## config.mk

```make
export PLATFORM = sky130hd
export DESIGN_NAME = pipelined_cla_adder_flat
export DESIGN_NICKNAME = d
export VERILOG_FILES = /design/src/rtl/pipelined_cla_adder_pkg.sv /design/src/rtl/pipelined_cla_adder_if.sv /design/src/rtl/pipelined_cla_adder_cla_group.sv /design/src/rtl/pipelined_cla_adder.sv /design/src/flat_wrapper.sv
export SDC_FILE = /design/constraint.sdc
export NUM_CORES = 1
export LEC_CHECK = 0
export BUFFER_PORTS_ARGS = -buffer_cell sky130_fd_sc_hd__buf_2
export CAP_MARGIN = 20
export CORE_MARGIN = 2
export CORE_UTILIZATION = 52
export CTS_CLUSTER_SIZE = 20
export DETAILED_ROUTE_END_ITERATION = 8
export PLACE_DENSITY_LB_ADDON = 0.25
export RECOVER_POWER = 100
export SYNTH_ARGS = -nofsm -noshare
export SYNTH_HDL_FRONTEND = slang
export SYNTH_SLANG_ARGS = --single-unit
```

## constraint.sdc

```tcl
create_clock -name clk -period 2.1 [get_ports clk]
set_clock_uncertainty 0.15 [all_clocks]
set_input_delay 0.21 -clock clk [delete_from_list [all_inputs] [get_ports clk]]
set_output_delay 0.21 -clock clk [all_outputs]
set_load 0.05 [all_outputs]
```

## src/rtl/pipelined_cla_adder_pkg.sv

```systemverilog
// ---------------------------------------------------------------------------
// pipelined_cla_adder_pkg
// Shared types and helpers for the pipelined carry-lookahead adder.
//   gp_t        : generate/propagate pair for a bit, group or whole word
//   GP_IDENTITY : neutral element of gp_combine (g=0, p=1)
//   gp_combine  : merges a more-significant span (hi) with a less-significant
//                 span (lo) into the g/p of the concatenated span
//   chunk_of    : bits resolved per pipeline stage
//   cfg_ok      : parameter legality check used at elaboration
// ---------------------------------------------------------------------------
package pipelined_cla_adder_pkg;

  typedef struct packed {
    logic g;
    logic p;
  } gp_t;

  localparam gp_t GP_IDENTITY = '{g: 1'b0, p: 1'b1};

  function automatic gp_t gp_combine(gp_t hi, gp_t lo);
    gp_t r;
    r.g = hi.g | (hi.p & lo.g);
    r.p = hi.p & lo.p;
    return r;
  endfunction

  function automatic int chunk_of(int width, int stages);
    return width / stages;
  endfunction

  function automatic bit cfg_ok(int width, int stages, int group);
    return (stages > 0) && (group > 0) && (width % stages == 0) &&
           ((width / stages) % group == 0);
  endfunction

endpackage

```

## src/rtl/pipelined_cla_adder_if.sv

```systemverilog
// ---------------------------------------------------------------------------
// pipelined_cla_adder_if
// Operand/result bus of the pipelined adder.
//   in_valid/in_ready    : operand handshake (a, b, cin [, sub])
//   out_valid/out_ready  : result handshake (sum, cout, ovf, blk_g, blk_p)
// modport master : the producer/consumer around the adder
// modport slave  : the adder itself
// Macro PIPELINED_CLA_ADDER_SUB_EN adds the 'sub' operand bit.
// ---------------------------------------------------------------------------
interface pipelined_cla_adder_if #(
  parameter int WIDTH = 32
);
  logic             in_valid;
  logic             in_ready;
  logic [WIDTH-1:0] a;
  logic [WIDTH-1:0] b;
  logic             cin;
`ifdef PIPELINED_CLA_ADDER_SUB_EN
  logic             sub;
`endif
  logic             out_valid;
  logic             out_ready;
  logic [WIDTH-1:0] sum;
  logic             cout;
  logic             ovf;
  logic             blk_g;
  logic             blk_p;

  modport master (
`ifdef PIPELINED_CLA_ADDER_SUB_EN
    output sub,
`endif
    output in_valid, a, b, cin, out_ready,
    input  in_ready, out_valid, sum, cout, ovf, blk_g, blk_p
  );

  modport slave (
`ifdef PIPELINED_CLA_ADDER_SUB_EN
    input  sub,
`endif
    input  in_valid, a, b, cin, out_ready,
    output in_ready, out_valid, sum, cout, ovf, blk_g, blk_p
  );

endinterface

```

## src/rtl/pipelined_cla_adder_cla_group.sv

```systemverilog
// ---------------------------------------------------------------------------
// cla_group
// Combinational GROUP-bit carry-lookahead cell. Every internal carry is
// formed from the prefix g/p of the bits below it and cin, so no carry
// ripples bit to bit inside the group.
//   a, b : GROUP-bit operand slices
//   cin  : carry into the group's LSB
//   sum  : GROUP-bit sum
//   cout : carry out of the group's MSB
//   g, p : group generate / propagate (independent of cin)
// ---------------------------------------------------------------------------
module cla_group
  import pipelined_cla_adder_pkg::*;
#(
  parameter int GROUP = 4
) (
  input  logic [GROUP-1:0] a,
  input  logic [GROUP-1:0] b,
  input  logic             cin,
  output logic [GROUP-1:0] sum,
  output logic             cout,
  output logic             g,
  output logic             p
);

  gp_t            acc;
  logic [GROUP:0] c;

  // NOTE: every variable gets a value before the loop so no path leaves it
  // unassigned; otherwise synthesis infers a latch.
  always_comb begin
    acc  = GP_IDENTITY;
    c    = '0;
    sum  = '0;
    c[0] = cin;
    for (int i = 0; i < GROUP; i++) begin
      sum[i] = a[i] ^ b[i] ^ c[i];
      acc    = gp_combine(gp_t'{g: a[i] & b[i], p: a[i] ^ b[i]}, acc);
      c[i+1] = acc.g | (acc.p & cin);
    end
  end

  assign cout = c[GROUP];
  assign g    = acc.g;
  assign p    = acc.p;

endmodule

```

## src/rtl/pipelined_cla_adder.sv

```systemverilog
// ---------------------------------------------------------------------------
// pipelined_cla_adder
// WIDTH-bit adder split into STAGES slices of CHUNK = WIDTH/STAGES bits.
// Stage k adds slice k with CHUNK/GROUP lookahead groups (group carries
// ripple inside the slice) and registers the partial sum, slice carry,
// running overflow candidate and running word g/p. Operands travel forward
// so the next stage can pick up its slice. Latency is STAGES cycles from
// acceptance to out_valid; the whole pipe stalls together when the result
// is not taken.
//   clk, rst_n : clock, asynchronous active-low reset
//   bus        : pipelined_cla_adder_if.slave (operand / result handshake)
// Macro PIPELINED_CLA_ADDER_SUB_EN: adds bus.sub; when set, stage 0 uses ~b
// with carry-in 1 so the result is a-b (cout=1 means no borrow).
// ---------------------------------------------------------------------------
module pipelined_cla_adder
  import pipelined_cla_adder_pkg::*;
#(
  parameter int WIDTH  = 32,
  parameter int STAGES = 4,
  parameter int GROUP  = 4
) (
  input  logic                  clk,
  input  logic                  rst_n,
  pipelined_cla_adder_if.slave  bus
);

  localparam int CHUNK = chunk_of(WIDTH, STAGES);
  localparam int NGRP  = CHUNK / GROUP;
  localparam int LAST  = STAGES - 1;

  if (!cfg_ok(WIDTH, STAGES, GROUP)) begin : g_bad_cfg
    $error("pipelined_cla_adder: WIDTH must split into STAGES slices of whole GROUPs");
  end

  // Stage registers, index k = output of stage k.
  logic             v_q   [STAGES];
  logic [WIDTH-1:0] a_q   [STAGES];
  logic [WIDTH-1:0] b_q   [STAGES];
  logic [WIDTH-1:0] s_q   [STAGES];
  logic             c_q   [STAGES];
  logic             ovf_q [STAGES];
  gp_t              gp_q  [STAGES];

  logic             nxt_v   [STAGES];
  logic [WIDTH-1:0] nxt_a   [STAGES];
  logic [WIDTH-1:0] nxt_b   [STAGES];
  logic [WIDTH-1:0] nxt_s   [STAGES];
  logic             nxt_c   [STAGES];
  logic             nxt_ovf [STAGES];
  gp_t              nxt_gp  [STAGES];

  logic             adv;
  logic [WIDTH-1:0] b_in;
  logic             c_in;

  // The pipe only moves as a whole: a held result blocks every stage.
  assign adv          = !v_q[LAST] || bus.out_ready;
  assign bus.in_ready = adv;

`ifdef PIPELINED_CLA_ADDER_SUB_EN
  assign b_in = bus.sub ? ~bus.b : bus.b;
  assign c_in = bus.sub ? 1'b1   : bus.cin;
`else
  assign b_in = bus.b;
  assign c_in = bus.cin;
`endif

  for (genvar k = 0; k < STAGES; k++) begin : g_stage
    logic [WIDTH-1:0] src_a, src_b, src_s, new_s;
    logic             src_c, src_v;
    gp_t              src_gp, sl_gp;
    logic [CHUNK-1:0] sl_a, sl_b, sl_s;
    logic [NGRP-1:0]  grp_g, grp_p;
    logic             sl_cout;

    if (k == 0) begin : g_src_in
      assign src_a  = bus.a;
      assign src_b  = b_in;
      assign src_c  = c_in;
      assign src_s  = '0;
      assign src_gp = GP_IDENTITY;
      assign src_v  = bus.in_valid;
    end else begin : g_src_reg
      assign src_a  = a_q[k-1];
      assign src_b  = b_q[k-1];
      assign src_c  = c_q[k-1];
      assign src_s  = s_q[k-1];
      assign src_gp = gp_q[k-1];
      assign src_v  = v_q[k-1];
    end

    assign sl_a = src_a[k*CHUNK +: CHUNK];
    assign sl_b = src_b[k*CHUNK +: CHUNK];

    for (genvar j = 0; j < NGRP; j++) begin : g_grp
      logic gcin, gcout;
      if (j == 0) begin : g_c_first
        assign gcin = src_c;
      end else begin : g_c_chain
        assign gcin = g_grp[j-1].gcout;
      end
      cla_group #(.GROUP(GROUP)) u_grp (
        .a    (sl_a[j*GROUP +: GROUP]),
        .b    (sl_b[j*GROUP +: GROUP]),
        .cin  (gcin),
        .sum  (sl_s[j*GROUP +: GROUP]),
        .cout (gcout),
        .g    (grp_g[j]),
        .p    (grp_p[j])
      );
    end

    assign sl_cout = g_grp[NGRP-1].gcout;

    always_comb begin
      sl_gp = GP_IDENTITY;
      for (int j = 0; j < NGRP; j++) begin
        sl_gp = gp_combine(gp_t'{g: grp_g[j], p: grp_p[j]}, sl_gp);
      end
    end

    always_comb begin
      new_s = src_s;
      new_s[k*CHUNK +: CHUNK] = sl_s;
    end

    assign nxt_v[k]   = src_v;
    assign nxt_a[k]   = src_a;
    assign nxt_b[k]   = src_b;
    assign nxt_s[k]   = new_s;
    assign nxt_c[k]   = sl_cout;
    // Carry into the slice MSB is recovered as a^b^sum at that bit; only
    // the last stage's candidate reaches ovf.
    assign nxt_ovf[k] = (sl_a[CHUNK-1] ^ sl_b[CHUNK-1] ^ sl_s[CHUNK-1]) ^ sl_cout;
    assign nxt_gp[k]  = gp_combine(sl_gp, src_gp);
  end

  // NOTE: state updates use non-blocking assignments so every stage loads
  // the value its predecessor held before this edge.
  always_ff @(posedge clk or negedge rst_n) begin
    if (!rst_n) begin
      // NOTE: data registers are cleared as well as the valid bits so the
      // result outputs read 0 during and right after reset.
      for (int k = 0; k < STAGES; k++) begin
        v_q[k]   <= 1'b0;
        a_q[k]   <= '0;
        b_q[k]   <= '0;
        s_q[k]   <= '0;
        c_q[k]   <= 1'b0;
        ovf_q[k] <= 1'b0;
        gp_q[k]  <= '0;
      end
    end else if (adv) begin
      for (int k = 0; k < STAGES; k++) begin
        v_q[k]   <= nxt_v[k];
        a_q[k]   <= nxt_a[k];
        b_q[k]   <= nxt_b[k];
        s_q[k]   <= nxt_s[k];
        c_q[k]   <= nxt_c[k];
        ovf_q[k] <= nxt_ovf[k];
        gp_q[k]  <= nxt_gp[k];
      end
    end
  end

  assign bus.out_valid = v_q[LAST];
  assign bus.sum       = s_q[LAST];
  assign bus.cout      = c_q[LAST];
  assign bus.ovf       = ovf_q[LAST];
  assign bus.blk_g     = gp_q[LAST].g;
  assign bus.blk_p     = gp_q[LAST].p;

endmodule

```

## src/flat_wrapper.sv

```systemverilog
// flat-port wrapper written by rule: the top's interface ports become plain ports
module pipelined_cla_adder_flat import pipelined_cla_adder_pkg::*;
#(
  parameter int WIDTH  = 32,
  parameter int STAGES = 4,
  parameter int GROUP  = 4
)
  (clk, rst_n, bus_in_valid, bus_a, bus_b, bus_cin, bus_out_ready, bus_in_ready, bus_out_valid, bus_sum, bus_cout, bus_ovf, bus_blk_g, bus_blk_p);
  pipelined_cla_adder_if #(.WIDTH(WIDTH)) bus_i ();
  input  logic clk;
  input  logic rst_n;
  input wire logic [$bits(bus_i.in_valid)-1:0] bus_in_valid;
  input wire logic [$bits(bus_i.a)-1:0] bus_a;
  input wire logic [$bits(bus_i.b)-1:0] bus_b;
  input wire logic [$bits(bus_i.cin)-1:0] bus_cin;
  input wire logic [$bits(bus_i.out_ready)-1:0] bus_out_ready;
  output wire logic [$bits(bus_i.in_ready)-1:0] bus_in_ready;
  output wire logic [$bits(bus_i.out_valid)-1:0] bus_out_valid;
  output wire logic [$bits(bus_i.sum)-1:0] bus_sum;
  output wire logic [$bits(bus_i.cout)-1:0] bus_cout;
  output wire logic [$bits(bus_i.ovf)-1:0] bus_ovf;
  output wire logic [$bits(bus_i.blk_g)-1:0] bus_blk_g;
  output wire logic [$bits(bus_i.blk_p)-1:0] bus_blk_p;
  assign bus_i.in_valid = bus_in_valid;
  assign bus_i.a = bus_a;
  assign bus_i.b = bus_b;
  assign bus_i.cin = bus_cin;
  assign bus_i.out_ready = bus_out_ready;
  assign bus_in_ready = bus_i.in_ready;
  assign bus_out_valid = bus_i.out_valid;
  assign bus_sum = bus_i.sum;
  assign bus_cout = bus_i.cout;
  assign bus_ovf = bus_i.ovf;
  assign bus_blk_g = bus_i.blk_g;
  assign bus_blk_p = bus_i.blk_p;
  pipelined_cla_adder #(.WIDTH(WIDTH), .STAGES(STAGES), .GROUP(GROUP)) u_core (.clk(clk), .rst_n(rst_n), .bus(bus_i));
endmodule
```

---- Word level (Yosys, flattened, before mapping) ----
Index checks and enable logic that the tools add are counted.
word-level totals
  output and inout bits ................... 38
  register bits ........................... 289
  bits of input ports ..................... 69
  word-level logic and storage cells ...... 284
operators by class
  reductions and logical operators ........ 2
  bitwise logic cells ..................... 255
operators with widths
  cell                count
  $and A1 B1 Y1       126
  $xor A1 B1 Y1       66
  $or A1 B1 Y1        63
  $logic_not A1 Y1    1
  $logic_or A1 B1 Y1  1

---- Depth between registers and ports, before layout ----
Gate-level depths: netlist of the first run.
  depth in word-level cells ............... 13
  depth in mapped cells ................... 9
  depth with buffers taken out ............ 9

---- By module ----
A second synthesis of the first run with hierarchy kept.
second synthesis, totals
  cell total of the unflattened synthesis .. 1016
  area, all modules ....................... 8884.8 um^2
by module, submodules not included
  module                                             instances  sequential area each (um^2)  area an instance (um^2)  cells each
  pipelined_cla_adder                                1          4829.6                       7445.9                   820
  cla_group at u_core.g_stage[0].g_grp[0].u_grp ...  6          0.0                          180.2                    25
  cla_group at u_core.g_stage[1].g_grp[1].u_grp ...  2          0.0                          178.9                    23

---- Least setup slack after synthesis of the first run ----
No wires, ideal clock.
  path kind ............................... reg-to-reg
  from .................................... register u_core.b_q (netlist bit u_core.g_stage[1].src_b[9])
  to ...................................... register u_core.s_q (netlist bit u_core.g_stage[2].src_s[13])
  arrival time ............................ 1931 ps
  cell stages (with the launch flop) ...... 10
  buffers on the path ..................... 0
  setup time .............................. 77 ps
  period minus slack after synthesis ...... 2159 ps
  data required time ...................... 1873 ps
  path slack .............................. -59 ps
  cells stage by stage .................... dfrtp_1 > ha_1 > nand2_1 > o21ai_0 > nor2_1 > nor2b_1 > nor2_1 > fa_1 > xor2_1 > a21oi_1
between the ends
  longest elaborated chain between the ends .. 11
  elaborated cells on any way between the ends .. 16
  those cells by class .................... bitwise (16)
ends and longest elaborated chain
  item                              line                                 source
  start: declaration                pipelined_cla_adder.sv:38            logic [WIDTH-1:0] b_q [STAGES];
  start signal: indexed assignment  pipelined_cla_adder.sv:157           b_q[k] <= nxt_b[k];
  $xor A1 B1 Y1                     pipelined_cla_adder_cla_group.sv:38  acc = gp_combine(gp_t'{g: a[i] & b[i], p: a[i] ^ b[i]}, acc);
  $and A1 B1 Y1                     pipelined_cla_adder_pkg.sv:22        r.g = hi.g | (hi.p & lo.g);
  $or A1 B1 Y1                      pipelined_cla_adder_pkg.sv:22
  $and A1 B1 Y1                     pipelined_cla_adder_pkg.sv:22
  $or A1 B1 Y1                      pipelined_cla_adder_pkg.sv:22
  $and A1 B1 Y1                     pipelined_cla_adder_pkg.sv:22
  $or A1 B1 Y1                      pipelined_cla_adder_pkg.sv:22
  $or A1 B1 Y1 (*)                  pipelined_cla_adder_cla_group.sv:39  c[i+1] = acc.g | (acc.p & cin);
  $and A1 B1 Y1 (*)                 pipelined_cla_adder_cla_group.sv:39
  $or A1 B1 Y1 (*)                  pipelined_cla_adder_cla_group.sv:39
  $xor A1 B1 Y1 (*)                 pipelined_cla_adder_cla_group.sv:37  sum[i] = a[i] ^ b[i] ^ c[i];
  end signal: indexed assignment    pipelined_cla_adder.sv:158           s_q[k] <= nxt_s[k];
  end: declaration                  pipelined_cla_adder.sv:39            logic [WIDTH-1:0] s_q [STAGES];
Every way passes the cells marked *; elsewhere a longest branch is shown, timed or not.
A chain may end at the register's enable or synchronous reset.

---- Worst setup path in the final report of the first run ----
  from .................................... register u_core.a_q (netlist bit u_core.g_stage[1].src_a[8])
  to ...................................... register u_core.gp_q (netlist bit u_core.g_stage[2].src_gp[1])
between the ends
  longest elaborated chain between the ends .. 10
  elaborated cells on any way between the ends .. 16
  those cells by class .................... bitwise (16)
ends and longest elaborated chain
  item                              line                                 source
  start: declaration                pipelined_cla_adder.sv:37            logic [WIDTH-1:0] a_q [STAGES];
  start signal: indexed assignment  pipelined_cla_adder.sv:156           a_q[k] <= nxt_a[k];
  $and A1 B1 Y1                     pipelined_cla_adder_cla_group.sv:38
  $and A1 B1 Y1                     pipelined_cla_adder_pkg.sv:22
  $or A1 B1 Y1                      pipelined_cla_adder_pkg.sv:22
  $and A1 B1 Y1                     pipelined_cla_adder_pkg.sv:22
  $or A1 B1 Y1                      pipelined_cla_adder_pkg.sv:22
  $and A1 B1 Y1                     pipelined_cla_adder_pkg.sv:22
  $or A1 B1 Y1                      pipelined_cla_adder_pkg.sv:22
  $and A1 B1 Y1                     pipelined_cla_adder_pkg.sv:22
  $or A1 B1 Y1                      pipelined_cla_adder_pkg.sv:22
  $or A1 B1 Y1 (*)                  pipelined_cla_adder_pkg.sv:22
  end signal: indexed assignment    pipelined_cla_adder.sv:161           gp_q[k] <= nxt_gp[k];
  end: declaration                  pipelined_cla_adder.sv:42            gp_t gp_q [STAGES];
Marks and branches as above.

==> results of run 1 <==
==> critical path: cells and delay by family (launching register included) <==
kind | cells | cell delay (ns)
buffers and inverters | 1 | 0.13
flip-flops | 1 | 0.41
AND/OR/NAND/NOR | 1 | 0.12
adder cells (fa/ha/maj) | 1 | 0.26
AO/OA/AOI/OAI | 4 | 0.93
==> path summary, 6_finish.rpt <==
path	from	endpoint	cells past startpoint
worst max-delay path	u_core.g_stage[1].src_a[8]$_DFFE_PN0P_	u_core.g_stage[2].src_gp[1]$_DFFE_PN0P_	7
worst min-delay path	bus_a[4]	u_core.g_stage[1].src_s[4]$_DFFE_PN0P_	4
worst max register to register	u_core.g_stage[1].src_a[8]$_DFFE_PN0P_	u_core.g_stage[2].src_gp[1]$_DFFE_PN0P_	7
worst min register to register	u_core.g_stage[3].src_v$_DFFE_PN0P_	u_core.g_stage[3].src_v$_DFFE_PN0P_	2
max in group asynchronous	rst_n	u_core.g_stage[3].src_b[26]$_DFFE_PN0P_	3
min in group asynchronous	rst_n	u_core.g_stage[3].src_s[4]$_DFFE_PN0P_	2
==> state kept, by name, summed over array words and instances, names as in the netlist, 3 cells and up <==
name / flops
u_core.g_stage.src_a: 48
u_core.g_stage.src_b: 48
u_core.g_stage.src_s: 48
u_core.bus.sum: 32
u_core.g_stage.src_gp: 6
u_core.g_stage.g_grp.gcin: 3
u_core.g_stage.src_v: 3
==> layout make-up <==
cell class	instances	area share
well taps	220	0.0255
repair buffers	199	0.123
multi-input cells	688	0.340
clock inverters	11	0.0118
clock buffers	21	0.0427
inverters	22	0.00835
flip-flops and latches	193	0.448
==> power groups by stage <==
| stage | clock network (uW) | registers (uW) | logic (uW) |
|---|---|---|---|
| finish | 3200 | 6300 | 7600 |
| global route | 3430 | 6480 | 8460 |
| CTS | 3270 | 6230 | 7410 |
| detailed placement | 0 | 6260 | 7240 |
| global placement | 0 | 6220 | 7080 |
| floorplan | 0 | 7250 | 4150 |
==> cells by family (layout without fill, tap and decap cells) <==
| logic type | after synthesis | after routing | share of synthesized area |
|---|---|---|---|
| AO/OA/AOI/OAI | 119 | 119 | 0.0892 |
| XOR/XNOR | 20 | 20 | 0.0204 |
| adder cells (fa/ha/maj) | 40 | 40 | 0.0652 |
| buffers and inverters | 65 | 253 | 0.0306 |
| flip-flops | 193 | 193 | 0.562 |
| multiplexers | 1 | 1 | 0.00116 |
| AND/OR/NAND/NOR | 508 | 508 | 0.231 |
==> layer usage <==
| metal | wire, um | vias to the layer above | GRT usage |
|---|---|---|---|
| met2 | 8820 | 143 | 0.346 |
| met4 | 353 | 0 | 0.0812 |
| met3 | 607 | 37 | 0.0421 |
| met5 | 0 | - | 0 |
| li1 | - | 3399 | - |
| met1 | 8600 | 3212 | 0.292 |
==> timing repair <==
action / 4_1_cts / 5_1_grt
hold endpoints to repair: 146 / 0
resized for setup: 5 / 20
hold buffers: 50 / 0
endpoints found under the setup margin: 5 / 12
pin swaps: 3 / 13
setup buffers: 1 / 5
==> per-stage QoR <==
step | cell area [um2] | TNS, ns | hold slack, ns
3_3_place_gp | 9590 | -0.0459 | 0.0403
2_1_floorplan | 8600 | -0.00572 | -0.236
6_report | 10800 | -0.0559 | 0.0177
5_1_grt | 10800 | -0.132 | 0.0368
4_1_cts | 10700 | -0.00900 | 0.00853
3_5_place_dp | 9590 | -0.159 | 0.0407
==> cell usage in the layout, fill, tap and decap left out, types with 6 or more instances in the layout <==
cell           synthesis  layout
nand2_1              439     438
dfrtp_1              193     193
buf_2                 15      68
dlygate4sd3_1          0      50
clkbuf_1              13      45
nor2_1                37      36
a21oi_1               36      32
buf_4                  0      28
ha_1                  32      24
inv_1                 21      21
clkbuf_16              0      17
a21o_1                16      16
o21ai_0               14      16
xor2_1                14      14
o21ai_1               15      12
ha_4                   0       7
nor3_1                 7       6
xnor2_1                6       6
==> flow_metrics.tcl, run 1 <==
set metrics [dict create \
    outcome "finished, violations left" \
    violations "negative setup slack" \
    pin_count 107 \
    max_stage_delay_ns 0.55 \
    grt_start_max_net_pins 76 \
    ys_top_cells_by_count "439 x nand2_1, 193 x dfrtp_1, 37 x nor2_1, 36 x a21oi_1, 32 x ha_1" \
    seqCellArea_mm2 0.00483 \
    fillerInstances 1373 \
    p_sw_frac 0.415 \
    endpoint_kind "register" \
    setup_violations 1 \
    first_global_vias 6542 \
    synth_edf_count 0 \
    htreeDepth 4 \
    path_cells "ha_4 > buf_4 > a21o_1 > a21oi_1 > o21ai_0 > a2111oi_0 > nor3_1" \
    synth_cells 946 \
    synthFlopType "dfrtp_1" \
    post-route-period-util 1.03 \
    dp_hpwl_mm 11.6 \
    synthesis.area_mm2 0.00859 \
    via_per_inst 5.02 \
    pwr-share-clk 0.187 \
    syn_to_final_growth_pct 25.5 \
    worstPathRequired_ns 2.23 \
    nets 1230 \
    clockBufferDepth 2 \
    startpoint_type "register" \
    num_antenna_cells 0 \
    p_int_uw 10000 \
    period_needed_ns 2.16 \
    grt.total_usage 0.215 \
    synth_warnings 0 \
    clk-insertion-delay-late_ns 0.43 \
    synthDistinctLibCells 51 \
    postLayoutCoreUtil 0.660 \
    drive_gt1_frac 0.144 \
    cts_buffers 17 \
    drt-wirelength-per-cell_um 13.6 \
    drcViolationCount 0 \
    die_h_um 133 \
    critPathMaxFanout 2 \
    antenna_found_initial 0 \
    dieArea_mm2 0.0176 \
    p_total_uw 17100 \
    finalHoldViolations 0 \
    first_iter_violations 535 \
    yosysTopAreaCell "dfrtp_1" \
    vdd_ir_drop_max_mv 0.798 \
    vias 6791 \
    fmaxAchievable_ghz 0.464 \
    synth_top_area_frac 0.562 \
    cp.arrival_ns 2.29 \
    place_inst 1266 \
    multi_input_area_mm2 0.00367 \
    wl_mm 18.4 \
    final.setup.worst_slack_ns -0.0559 \
    critPathKind "reg2reg" \
    seq_area_frac_synth 0.562 \
    fp-row-count 47 \
    grt_overflow_total 0 \
    cts-root-buf "clkbuf_16" \
    syn_area_per_cell_um2 9.09 \
    start_util 0.526 \
    syn_nets 1055 \
    io_buffers 106 \
    clkSinkCount 193 \
    relSlewSlack 0.126 \
    grt_pass1_wl_mm 30.6 \
    leakagePower_uw 0.00549 \
    rsz0062_at_grt "yes" \
    gp_congestion 0.849 \
    die_w_um 133 \
    worst_pin_slew_ns 1.31 \
    p_sw_uw 7100 \
    cap_violations 0 \
    cp_slowest_cell "a2111oi_0" \
    cts_tree "built" \
    min-delay-path-class "in2reg" \
    synthArstFlopShare 1.00 \
    place_ws_ns -0.0971 \
    comb_power_share 0.444 \
    powerDensity_mw_per_mm2 1590 \
    synth_area_leaders "dfrtp_1 56%, nand2_1 19%, ha_1 4.7%" \
    finalMaxSlewViolations 0 \
    ant_nets 0 \
    power_frac_seq 0.368 \
    core_mm2 0.0163 \
    fin_cells 1354 \
    dr.pass1.iters 5 \
    reg2reg_slack_ns -0.06 \
    yosysMostFrequentCell "nand2_1" \
    clk_pin_slew_ns 0.07 \
    ys_seq_elements 193 \
]
(Power assumes the default switching activity.)
==> inputs of run 2 (changes only) <==
--- a/config.mk
+++ b/config.mk
@@ -7,12 +7,16 @@
 export LEC_CHECK = 0
 export BUFFER_PORTS_ARGS = -buffer_cell sky130_fd_sc_hd__buf_2
 export CAP_MARGIN = 20
+export CELL_PAD_IN_SITES_DETAIL_PLACEMENT = 1
+export CELL_PAD_IN_SITES_GLOBAL_PLACEMENT = 2
 export CORE_MARGIN = 2
-export CORE_UTILIZATION = 52
+export CORE_UTILIZATION = 32
 export CTS_CLUSTER_SIZE = 20
 export DETAILED_ROUTE_END_ITERATION = 8
+export GPL_ROUTABILITY_DRIVEN = 0
 export PLACE_DENSITY_LB_ADDON = 0.25
 export RECOVER_POWER = 100
 export SYNTH_ARGS = -nofsm -noshare
 export SYNTH_HDL_FRONTEND = slang
+export SYNTH_HIERARCHICAL = 1
 export SYNTH_SLANG_ARGS = --single-unit
==> run 2 against run 1 <==
The run still ends with negative setup slack left. Combinational power rose by 8.3%. Area after synthesis is 3.4% higher. Highest routed layer unchanged. First-iteration DRC count down 44%. Fmax decreased by 3.3%. Critical path depth rose by 3. Clock power is essentially flat. Register-to-register slack worse by 0.07 ns. Via count barely moved.
==> flow_metrics.tcl, run 2 <==
set metrics [dict create \
    outcome "finished, violations left" \
    violations "negative setup slack" \
    pwr-share-clk 0.183 \
    clk-insertion-delay-late_ns 0.45 \
    grt_pass1_wl_mm 35.1 \
    io_buffers 106 \
    via_per_inst 4.32 \
    cp_slowest_cell "dfrtp_1" \
    finalMaxSlewViolations 0 \
    vias 6793 \
    dieArea_mm2 0.0291 \
    relSlewSlack 0.133 \
    ys_seq_elements 193 \
    synth_area_leaders "dfrtp_1 54%, nand2_1 24%, ha_1 4.5%" \
    cts-root-buf "clkbuf_16" \
    syn_to_final_growth_pct 25.2 \
    clockBufferDepth 2 \
    first_global_vias 7182 \
    worst_hold_path.endpoint "u_core/g_stage[1].g_grp[0].gcin$_DFFE_PN0P_" \
    wl_mm 20.4 \
    grt.total_usage 0.151 \
    syn_area_per_cell_um2 8.74 \
    power_frac_seq 0.352 \
    nets 1295 \
    critPathMaxFanout 3 \
    synth_edf_count 0 \
    die_h_um 171 \
    synth_top_area_frac 0.544 \
    post-route-period-util 1.06 \
    fmaxAchievable_ghz 0.449 \
    synthArstFlopShare 1.00 \
    synthFlopType "dfrtp_1" \
    rsz0062_at_grt "yes" \
    worstHoldPathCells 5 \
    finalHoldViolations 0 \
    syn_nets 1125 \
    path_cells "ha_4 > nand2_4 > o21ai_2 > a21o_1 > a21oi_2 > o21ai_2 > xor2_1 > xnor2_1 > xnor2_1 > o21ai_1" \
    setup_tns_ns -0.239 \
    antenna_found_initial 0 \
    endpoint_kind "register" \
    cap_violations 0 \
    core_mm2 0.0271 \
    final.setup.worst_slack_ns -0.129 \
    pin_count 107 \
    max_stage_delay_ns 0.41 \
    design_area_mm2 0.0111 \
    leakagePower_uw 0.00584 \
    cts_tree "built" \
    yosysMostFrequentCell "nand2_1" \
    synthesis.area_mm2 0.00888 \
    startpoint_type "register" \
    setup_violations 4 \
    drcViolationCount 0 \
    cp.arrival_ns 2.41 \
    clkSinkCount 193 \
    layout_common_cells "574 x nand2_1, 193 x dfrtp_1, 68 x buf_2, 50 x dlygate4sd3_1, 38 x clkbuf_1" \
    ys_top_cells_by_count "578 x nand2_1, 193 x dfrtp_1, 38 x a21oi_1, 32 x ha_1, 32 x inv_1" \
    cp_top_family "compound AO/OA/AOI/OAI gates" \
    worst_pin_slew_ns 1.30 \
    start_util 0.328 \
    fp-row-count 60 \
    synth_warnings 6 \
    cts_buffers 17 \
    dp_hpwl_mm 13.4 \
    drive_gt1_frac 0.153 \
    grt_start_max_net_pins 78 \
    drt-wirelength-per-cell_um 13.0 \
    synthDistinctLibCells 26 \
    hp-start "bus_b[7]" \
    grt_overflow_total 0 \
    htreeDepth 4 \
    p_sw_uw 7600 \
    reg2reg_from "u_core/g_stage[3].src_a[26]$_DFFE_PN0P_" \
    first_iter_violations 297 \
    vdd_ir_drop_max_mv 0.608 \
    placed_area_mm2 0.00993 \
    ant_nets 0 \
    reg2reg_slack_ns -0.13 \
    synth_cells 1016 \
    worstPathBufferInverterCount 0 \
    final_common_cell "nand2_1" \
    p_sw_frac 0.430 \
    yosysTopAreaCell "dfrtp_1" \
    fillerInstances 3221 \
    die_w_um 171 \
    worstPathRequired_ns 2.28 \
    powerDensity_mw_per_mm2 1590 \
    reg2regPathDepth 10 \
    p_int_uw 10100 \
    period_needed_ns 2.23 \
    comb_power_share 0.466 \
    num_antenna_cells 0 \
    dr.pass1.iters 4 \
    critPathKind "reg2reg" \
    seq_area_frac_synth 0.544 \
    min-delay-path-class "in2reg" \
    clk_pin_slew_ns 0.08 \
    worstReg2RegEnd "u_core/bus.ovf$_DFFE_PN0P_" \
    p_total_uw 17700 \
]
[run 2: changes by cell type in the layout (fill, tap and decap cells not counted), sizes merged, moves of 7 or more]
cell,previous run,this run
nor3,7,0
inv,24,42
xnor2,6,19
clkbuf,69,58
nand2,439,578
nor2,37,11
[run 2: cell families (layout without fill, tap and decap cells)]
kind of cell / after synthesis / count (layout) / share of synthesized area
buffers and inverters: 76 / 259 / 0.0538
AOI/OAI and AO/OA: 85 / 85 / 0.0596
and+or+nand+nor: 595 / 595 / 0.253
DFF: 193 / 193 / 0.544
adders and majority gates: 40 / 40 / 0.0631
xor gates and xnor gates: 27 / 27 / 0.0266
[run 2: power by group through the flow]
| stage | clock [uW] | sequential (uW) | combinational, uW |
|---|---|---|---|
| after floorplan | 0 | 7220 | 4770 |
| final | 3220 | 6210 | 8230 |
| after CTS | 3360 | 6200 | 7960 |
| after global routing | 3510 | 6430 | 9340 |
| after detailed placement | 0 | 6260 | 7780 |
| after global placement | 0 | 6210 | 7640 |
[run 2: worst max-delay path by stage]
stage | from | end | cells after the start
2_1_floorplan | u_core/g_stage[3].src_a[24]$_DFFE_PN0P_ | u_core/bus.ovf$_DFFE_PN0P_ | 10
3_3_place_gp | u_core/g_stage[3].src_b[24]$_DFFE_PN0P_ | u_core/bus.ovf$_DFFE_PN0P_ | 10
3_5_place_dp | u_core/g_stage[3].src_b[24]$_DFFE_PN0P_ | u_core/bus.ovf$_DFFE_PN0P_ | 10
4_1_cts | u_core/g_stage[3].src_b[26]$_DFFE_PN0P_ | u_core/bus.ovf$_DFFE_PN0P_ | 10
5_1_grt | u_core/g_stage[3].src_b[24]$_DFFE_PN0P_ | u_core/bus.ovf$_DFFE_PN0P_ | 10
6_report | u_core/g_stage[3].src_a[26]$_DFFE_PN0P_ | u_core/bus.ovf$_DFFE_PN0P_ | 10
[run 2: layer usage]
layer  GRT usage  vias to the layer above  wire, um
met5           0                        -         0
met4      0.0550                        0       332
met3      0.0236                       21       448
met2       0.236                       76      9390
met1       0.212                     3217     10200
li1            -                     3479         -
[run 2: timing repair]
item | CTS | global route
setup endpoints to repair | 10 | 17
gates resized for setup | 3 | 31
setup buffers | 3 | 4
hold buffers | 50 | 0
endpoints found under the hold margin | 168 | 0
pin swaps | 13 | 16
[run 2: stage by stage]
step | setup WS [ns] | cells | hold slack [ns] | utilization
2_1_floorplan | 0.00695 | 1016 | -0.236 | -
3_3_place_gp | -0.156 | 1483 | 0.0503 | 0.366
3_5_place_dp | -0.193 | 1483 | 0.0473 | 0.366
4_1_cts | -0.132 | 1567 | 0.0633 | 0.407
5_1_grt | -0.269 | 1571 | 0.104 | 0.410
6_report | -0.129 | 1571 | 0.0755 | 0.410
[run 2: area by class of cell]
type / instances / area, um2 / area share
flip-flops and latches: 193 / 4830 / 0.434
multi-input cells: 747 / 3800 / 0.342
repair buffers: 194 / 1330 / 0.119
well taps: 372 / 465 / 0.0418
clock buffers: 17 / 425 / 0.0382
clock inverters: 15 / 144 / 0.0129
inverters: 33 / 129 / 0.0116
[run 2: worst reg2reg max path: cells and delay by family (launching register included)]
family	cells	cell delay (ns)
compound gates	5	0.66
xor+xnor	3	0.52
fa+ha+maj	1	0.31
flops	1	0.41
simple gates	1	0.05
